**src/rtl/block_dist_pkg.sv**
```systemverilog
// Shared types for the block write distributor: FSM states, distribution mode,
// and a counter-width helper that stays legal for single-entry counters.
package block_dist_pkg;

  typedef enum logic [1:0] {IDLE, FILL, FULL} state_t;
  typedef enum logic {MODE_PARALLEL, MODE_SERIAL} dist_mode_t;

  function automatic int unsigned cnt_w(input int unsigned n);
    return (n > 1) ? $clog2(n) : 1;
  endfunction

endpackage

```
**src/rtl/block_write_addr_gen.sv**
```systemverilog
// Write address / block-select counters for one bank fill, with wrap and
// last-word detection for both parallel and serial distribution.
module block_write_addr_gen
  import block_dist_pkg::*;
#(
  parameter int BLOCK_COUNT = 4,
  parameter int BLOCK_DEPTH = 256,
  parameter int ADDR_WIDTH  = $clog2(BLOCK_DEPTH),
  parameter int BLK_WIDTH   = cnt_w(BLOCK_COUNT)
) (
  input  logic                  clk,
  input  logic                  rst_n,
  input  logic                  i_clear,
  input  logic                  i_adv,
  input  logic                  i_serial,
  output logic [ADDR_WIDTH-1:0] o_addr,
  output logic [BLK_WIDTH-1:0]  o_blk,
  output logic                  o_last
);

  logic [ADDR_WIDTH-1:0] r_addr;
  logic [BLK_WIDTH-1:0]  r_blk;
  logic                  w_addr_last;
  logic                  w_blk_last;

  assign w_addr_last = (r_addr == ADDR_WIDTH'(BLOCK_DEPTH - 1));
  assign w_blk_last  = (r_blk == BLK_WIDTH'(BLOCK_COUNT - 1));
  assign o_last      = w_addr_last && (!i_serial || w_blk_last);
  assign o_addr      = r_addr;
  assign o_blk       = r_blk;

  // Clear has priority: a beat accepted with start was already issued at the
  // current address, so the counters restart from zero regardless.
  always_ff @(posedge clk or negedge rst_n) begin
    if (!rst_n) begin
      r_addr <= '0;
      r_blk  <= '0;
    end else if (i_clear) begin
      r_addr <= '0;
      r_blk  <= '0;
    end else if (i_adv) begin
      if (i_serial && !w_blk_last) begin
        r_blk <= r_blk + 1'b1;
      end else begin
        r_blk  <= '0;
        r_addr <= w_addr_last ? '0 : r_addr + 1'b1;
      end
    end
  end

endmodule

```
**src/rtl/block_write_distributor.sv**
```systemverilog
// Distributes input beats into BLOCK_COUNT block RAMs (parallel or serial mode),
// tracks bank fill. Optional sticky overflow flag: BLOCK_WRITE_DISTRIBUTOR_OVERFLOW_EN.
module block_write_distributor
  import block_dist_pkg::*;
#(
  parameter int BLOCK_COUNT      = 4,
  parameter int BLOCK_DATA_WIDTH = 32,
  parameter int BLOCK_DEPTH      = 256,
  parameter int BANDWIDTH        = BLOCK_COUNT * BLOCK_DATA_WIDTH,
  parameter int ADDR_WIDTH       = $clog2(BLOCK_DEPTH)
) (
  input  logic                        clk,
  input  logic                        rst_n,
  input  logic                        start,
  input  logic                        mode,
  input  logic [BANDWIDTH-1:0]        in_data,
  input  logic                        in_valid,
  output logic                        in_ready,
  output logic [BLOCK_COUNT-1:0]      wr_en,
  output logic [ADDR_WIDTH-1:0]       wr_addr,
  output logic [BLOCK_DATA_WIDTH-1:0] wr_data [BLOCK_COUNT],
  output logic                        full,
  output logic                        done
`ifdef BLOCK_WRITE_DISTRIBUTOR_OVERFLOW_EN
  ,
  output logic                        overflow
`endif
);

  localparam int BLK_WIDTH = cnt_w(BLOCK_COUNT);

  state_t                      r_state;
  state_t                      w_state_nxt;
  dist_mode_t                  r_mode;
  logic                        w_fire;
  logic                        w_serial;
  logic                        w_last;
  logic [ADDR_WIDTH-1:0]       w_addr;
  logic [BLK_WIDTH-1:0]        w_blk;
  logic [BLOCK_COUNT-1:0]      w_en;
  logic [BLOCK_DATA_WIDTH-1:0] w_data [BLOCK_COUNT];

  assign in_ready = (r_state == FILL);
  assign full     = (r_state == FULL);
  assign w_fire   = in_valid && in_ready;
  assign w_serial = (r_mode == MODE_SERIAL);

  // start wins over the last-beat transition, so a restart never shows full.
  always_comb begin
    w_state_nxt = r_state;
    if (start)
      w_state_nxt = FILL;
    else if (w_fire && w_last)
      w_state_nxt = FULL;
  end

  always_ff @(posedge clk or negedge rst_n) begin
    if (!rst_n) begin
      r_state <= IDLE;
      r_mode  <= MODE_PARALLEL;
    end else begin
      r_state <= w_state_nxt;
      if (start)
        r_mode <= dist_mode_t'(mode);
    end
  end

  block_write_addr_gen #(
    .BLOCK_COUNT (BLOCK_COUNT),
    .BLOCK_DEPTH (BLOCK_DEPTH),
    .ADDR_WIDTH  (ADDR_WIDTH),
    .BLK_WIDTH   (BLK_WIDTH)
  ) u_addr_gen (
    .clk      (clk),
    .rst_n    (rst_n),
    .i_clear  (start),
    .i_adv    (w_fire),
    .i_serial (w_serial),
    .o_addr   (w_addr),
    .o_blk    (w_blk),
    .o_last   (w_last)
  );

  // Serial mode broadcasts the low word; only the selected block strobes.
  always_comb begin
    for (int i = 0; i < BLOCK_COUNT; i++) begin
      w_data[i] = w_serial ? in_data[BLOCK_DATA_WIDTH-1:0]
                           : in_data[(i+1)*BLOCK_DATA_WIDTH-1 -: BLOCK_DATA_WIDTH];
      w_en[i]   = w_fire && (!w_serial || (w_blk == BLK_WIDTH'(i)));
    end
  end

  always_ff @(posedge clk or negedge rst_n) begin
    if (!rst_n) begin
      wr_en   <= '0;
      wr_addr <= '0;
      done    <= 1'b0;
      for (int i = 0; i < BLOCK_COUNT; i++)
        wr_data[i] <= '0;
    end else begin
      wr_en <= w_en;
      done  <= w_fire && w_last;
      if (w_fire) begin
        wr_addr <= w_addr;
        for (int i = 0; i < BLOCK_COUNT; i++)
          wr_data[i] <= w_data[i];
      end
    end
  end

`ifdef BLOCK_WRITE_DISTRIBUTOR_OVERFLOW_EN
  logic r_overflow;

  always_ff @(posedge clk or negedge rst_n) begin
    if (!rst_n)
      r_overflow <= 1'b0;
    else if (start)
      r_overflow <= 1'b0;
    else if (in_valid && (r_state != FILL))
      r_overflow <= 1'b1;
  end

  assign overflow = r_overflow;
`endif

endmodule
```
**config.mk**
```make
export PLATFORM = sky130hd
export DESIGN_NAME = block_write_distributor
export DESIGN_NICKNAME = d
export VERILOG_FILES = /design/src/rtl/block_dist_pkg.sv /design/src/rtl/block_write_addr_gen.sv /design/src/rtl/block_write_distributor.sv
export SDC_FILE = /design/constraint.sdc
export NUM_CORES = 1
export LEC_CHECK = 0
export CAP_MARGIN = 20
export CORE_ASPECT_RATIO = 0.9
export CORE_MARGIN = 2
export CORE_UTILIZATION = 39
export DETAILED_ROUTE_END_ITERATION = 8
export PLACE_DENSITY = 0.77
export SYNTH_ARGS = -nofsm -noshare
export SYNTH_HDL_FRONTEND = slang
export SYNTH_SLANG_ARGS = --single-unit
```
**constraint.sdc**
```tcl
create_clock -name clk -period 1.35 [get_ports clk]
set_input_delay 0.2025 -clock clk [delete_from_list [all_inputs] [get_ports clk]]
set_output_delay 0.2025 -clock clk [all_outputs]
set_load 0.05 [all_outputs]
```
=== After elaboration in Yosys (flattened, before gate mapping) ===
Cells that the tools add are included.

* Add/sub/neg operators: 2
* Equal/unequal tests: 7
* Muxes and demuxes: 12
* Reduce and logical (&&, ||, !) cells: 18

{| class="wikitable"
|+ Operators by type and width
! operator !! number
|-
| 32-bit two-way mux || 3
|-
| 8-bit two-way mux || 4
|-
| 2-bit two-way mux || 5
|-
| 8-bit by 1-bit adder with 8-bit output, second input constant || 1
|-
| 8-bit == test, second input constant || 1
|-
| 1-bit logical AND || 8
|-
| 2-bit == test, second input constant || 3
|-
| 2-bit by 1-bit == test with 1-bit output, second input constant || 2
|-
| 1-bit logical OR || 4
|-
| 2-bit nonzero test || 2
|-
| 2-bit by 1-bit adder with 2-bit output, second input constant || 1
|-
| 1-bit zero test || 2
|-
| 2-bit zero test || 1
|-
| 2-bit != test, second input constant || 1
|-
| 2-bit AND reduction || 1
|}

* Register bits after elaboration: 154
* Input bits: 133
* Logic and storage cells: 50

=== Depth between registers and ports, before layout ===
* Depth in word-level cells: 6
* Depth in mapped cells: 6
* Gate-level depth less buffers: 6

=== Cells and area by module ===
From an unflattened synthesis, not the netlist that was laid out.

* Cell total of the unflattened synthesis: 479
* Area total of the unflattened synthesis: 7125.6 µm²

{| class="wikitable"
|+ By module, submodules not included
! module !! times used !! cells each !! area an instance (µm²) !! sequential area each (µm²)
|-
| block_write_distributor || 1 || 421 || 6587.6 || 3603.5
|-
| block_write_addr_gen || 1 || 58 || 538.0 || 250.2
|}

=== Least setup slack after synthesis ===
Ideal clock, no wire load.

* Path type: reg2reg
* Start: reg r_state[0]
* End: reg wr_addr[7]
* Setup time: 0.118 ns
* Arrival: 1.764 ns
* Path slack: -0.532 ns
* Stages on the path, launching flop included: 6
* Path buffers: 1
* Period minus slack after synthesis: 1.882 ns
* Path through: dfrtp_1 nor2b_1 nand2_1 clkbuf_1 nand2_1 nand2_1

* Word-level cells in the longest chain between the ends: 2

{| class="wikitable"
|+ Ends and longest elaborated chain
! item !! line !! RTL
|-
| start: declaration || block_write_distributor.sv:32 || <nowiki>state_t r_state;</nowiki>
|-
| start signal: assignment || block_write_distributor.sv:62 || <nowiki>r_state <= w_state_nxt;</nowiki>
|-
| 2-bit by 1-bit == test with 1-bit output || block_write_distributor.sv:43 || <nowiki>assign in_ready = (r_state == FILL);</nowiki>
|-
| net in_ready || block_write_distributor.sv:18 || <nowiki>output logic in_ready,</nowiki>
|-
| 1-bit logical AND || block_write_distributor.sv:45 || <nowiki>assign w_fire = in_valid && in_ready;</nowiki>
|-
| end signal: assignment || block_write_distributor.sv:104 || <nowiki>wr_addr <= w_addr;</nowiki>
|-
| end: declaration || block_write_distributor.sv:20 || <nowiki>output logic [ADDR_WIDTH-1:0] wr_addr,</nowiki>
|}

The timed path passes the listed nets, and every way through them passes these cells.
A chain may end at the register's enable or synchronous reset.

=== Final worst setup path ===
* Start: reg r_state[1]
* End: reg u_addr_gen.r_addr[5], in the netlist u_addr_gen.o_addr[5]

* Word-level cells in the longest chain between the ends: 4

{| class="wikitable"
|+ Ends and longest elaborated chain
! item !! line !! RTL
|-
| 2-bit by 1-bit == test with 1-bit output || block_write_distributor.sv:43 ||
|-
| 1-bit logical AND || block_write_distributor.sv:45 ||
|-
| 2-bit nonzero test (no line) || -- ||
|-
| 2-bit AND reduction (no line) || -- ||
|-
| end signal: assignment || block_write_addr_gen.sv:46 || <nowiki>r_addr <= w_addr_last ? '0 : r_addr + 1'b1;</nowiki>
|-
| end: declaration || block_write_addr_gen.sv:21 || <nowiki>logic [ADDR_WIDTH-1:0] r_addr;</nowiki>
|}

No other way between the ends.

==> results.ini <==
[yosys]
netlist_area_um2=6730
yosysWarnings=0
synth.avg_cell_area_um2=10.0
synth_top_area_share=0.573
synthFlopType=dfrtp_1
syn_nets=808
yosys-top-cells-area=dfrtp_1, mux2i_1, a21oi_1
synth_most_common_cell=dfrtp_1
ys_seq_area_frac=0.573
yosysUniqueCellTypes=34
synthTopCellsByCount=dfrtp_1, nand2_1, nor2_1
synth_cells=670
ys_async_sr_fraction=1.00
yosysTopAreaCell=dfrtp_1
synth_seq_cells=154
synth-edff-count=0

[critical_path]
crit_type=flip-flop to flip-flop
cp_slowest_cell=or4_1
crit_chain=and3b_4 -> nand2_4 -> or4_1 -> nand3_1
slowest_delay_ns=0.44
endpoint_kind=flip-flop
arrival_ns=1.83
cp_max_fo=6
startpoint_type=flip-flop
required_ns=1.71

[timing]
hold_viol=0
rsz0062_at_grt=yes
setup_ws_ns=-0.119
fin_hold_ws_ns=0.266
finalMaxSlewViolations=0
fmax_ghz=0.681
slew_headroom=0.715
setup_viol=82
setup_tns_ns=-2.48
finalCritPeriodShare=1.09
finalCriticalPeriod_ns=1.47
worst_pin_slew_ns=0.428
clock_skew_ns=0.0142

[finish]
fillers=1079
syn_to_final_growth_pct=87.5
final_nets=1127
ff_latch_area_um2=3860
final_cells=1213
diodes=0
multi_input_area_um2=2780
final_util=0.747
drive_gt1_frac=0.287

[clock_network]
cts.clk_slew.worst_paths_ns=0.06
clk_latency_ns=0.42
cts_buffers=17
tritoncts=built
cts_buffer_depth=2
cts_root_buffer=clkbuf_16
htree_levels=4
cts.sinks=154

[pwr]
p_leak_nw=5.84
power_density_nw_per_um2=1300
vdd_drop_max_uv=965
power_mw=16.4

[global_routing]
use_met3=0.0662
grt_use_total=0.243
grt_busiest_layer=met2
gr-usage-met1=0.299
grt_max_degree=41
grt_pass1_wl_um=34100
gr-usage-met2=0.412
grt-ovfl-total=0
grt_pass1_vias=6378
antenna_found_initial=0

[place]
place_inst=1167
dp_hpwl_um=16200
gp_congestion=0.820
numPortBuffers=275

[routing]
drtPass1Iterations=8
vias=6085
drc=0
via_per_inst=5.02
wl_per_cell_um=18.7
drtIter0Drc=304
ant_nets=0
routed_wirelength_um=22700

[flow_run]
maxCapViolCount=0

[status]
violations=negative setup slack
status=finished, violations left

[worst_hold_path]
min_path_type=input port to asynchronous set/reset pin

[die]
rows=45
fp.dieArea_um2=18300
core_um2=16900
ios=276
start_util=0.398
dieWidth_um=142
die_h_um=129

==> registers in the layout (all words and copies together), names as in the netlist <==
register and flops:
wr_en 4, u_addr_gen.o_addr 8, wr_data 128, wr_addr 8, r_mode 1, r_state 2, done 1, u_addr_gen.o_blk 2
==> worst max-delay path, delay by kind of cell (launching register included) <==
| kind | cells | cell delay [ns] |
|---|---|---|
| AND/OR/NAND/NOR | 4 | 1.02 |
| flip-flops | 1 | 0.39 |
==> repair_timing <==
| action | CTS | global route |
|---|---|---|
| gates cloned | 1 | 2 |
| endpoints found under the setup margin | 90 | 135 |
| resized for setup | 26 | 26 |
| hold buffers | 1 | 0 |
| hold endpoints to repair | 31 | 0 |
| setup buffers | 6 | 4 |
| pin swaps | 4 | 4 |
==> metrics by stage <==
step	area, um2	worst slack [ns]
2_1_floorplan	6750	0.00168
3_3_place_gp	11700	-0.294
3_5_place_dp	11700	-0.308
4_1_cts	12400	-0.0916
5_1_grt	12600	-0.189
6_report	12600	-0.119
==> cells in the final DEF (no fill, tap or decap), types with 9 or more instances in the layout <==
cell             synthesis  final
a21oi_2                  0     10
buf_6                    0      9
dfrtp_1                154    153
nand2_1                123    122
nor2_2                   0     14
buf_4                    1     36
mux2i_1                 96     95
clkdlybuf4s50_1          0    131
a21oi_1                103     93
nor2_1                 104     89
buf_12                   0    164
clkbuf_16                0     19
==> cells by family (layout without fill, tap and decap cells) <==
group | Yosys count | in the layout | synth area share
and+or+nand+nor | 249 | 249 | 0.149
DFF | 154 | 154 | 0.573
AOI/OAI and AO/OA | 109 | 109 | 0.0833
muxes | 97 | 97 | 0.144
buffers and inverters | 52 | 384 | 0.0363
adders and majority gates | 5 | 5 | 0.00930
xor gates and xnor gates | 4 | 4 | 0.00521
==> where the power goes <==
part | total [mW] | switching, mW | leakage (nW) | internal, mW
sequential | 5.64 | 0.544 | 1.80 | 5.09
combinational | 5.64 | 2.86 | 3.73 | 2.78
clock | 5.11 | 1.91 | 0.307 | 3.19
total | 16.4 | 5.32 | 5.84 | 11.1
==> path summary, 6_finish.rpt <==
check | startpoint | cells past startpoint | slack (ns) | to
max in group asynchronous | rst_n | 3 | 0.51 | r_mode
hold / removal | rst_n | 2 | 0.27 | done
hold reg to reg | wr_addr[0] | 2 | 0.54 | wr_addr[0]
setup reg to reg | r_state[1] | 4 | -0.12 | u_addr_gen.o_addr[5]
min in group clk | in_data[83] | 3 | 0.41 | wr_data[51]
setup / recovery | r_state[1] | 4 | -0.12 | u_addr_gen.o_addr[5]
==> final cells by class <==
type	count	area share
clock buffers	21	0.0365
clock inverters	11	0.0134
inverters	8	0.00278
multi-input cells	464	0.220
flip-flops and latches	154	0.306
well taps	211	0.0209
repair buffers	344	0.400
==> layer usage <==
layer / up-vias / share of wire
li1: 2875 / -
met1: 2947 / 0.41
met2: 222 / 0.50
met3: 41 / 0.068
met4: 0 / 0.027
met5: - / 0
Power figures use the tool's default switching activity.
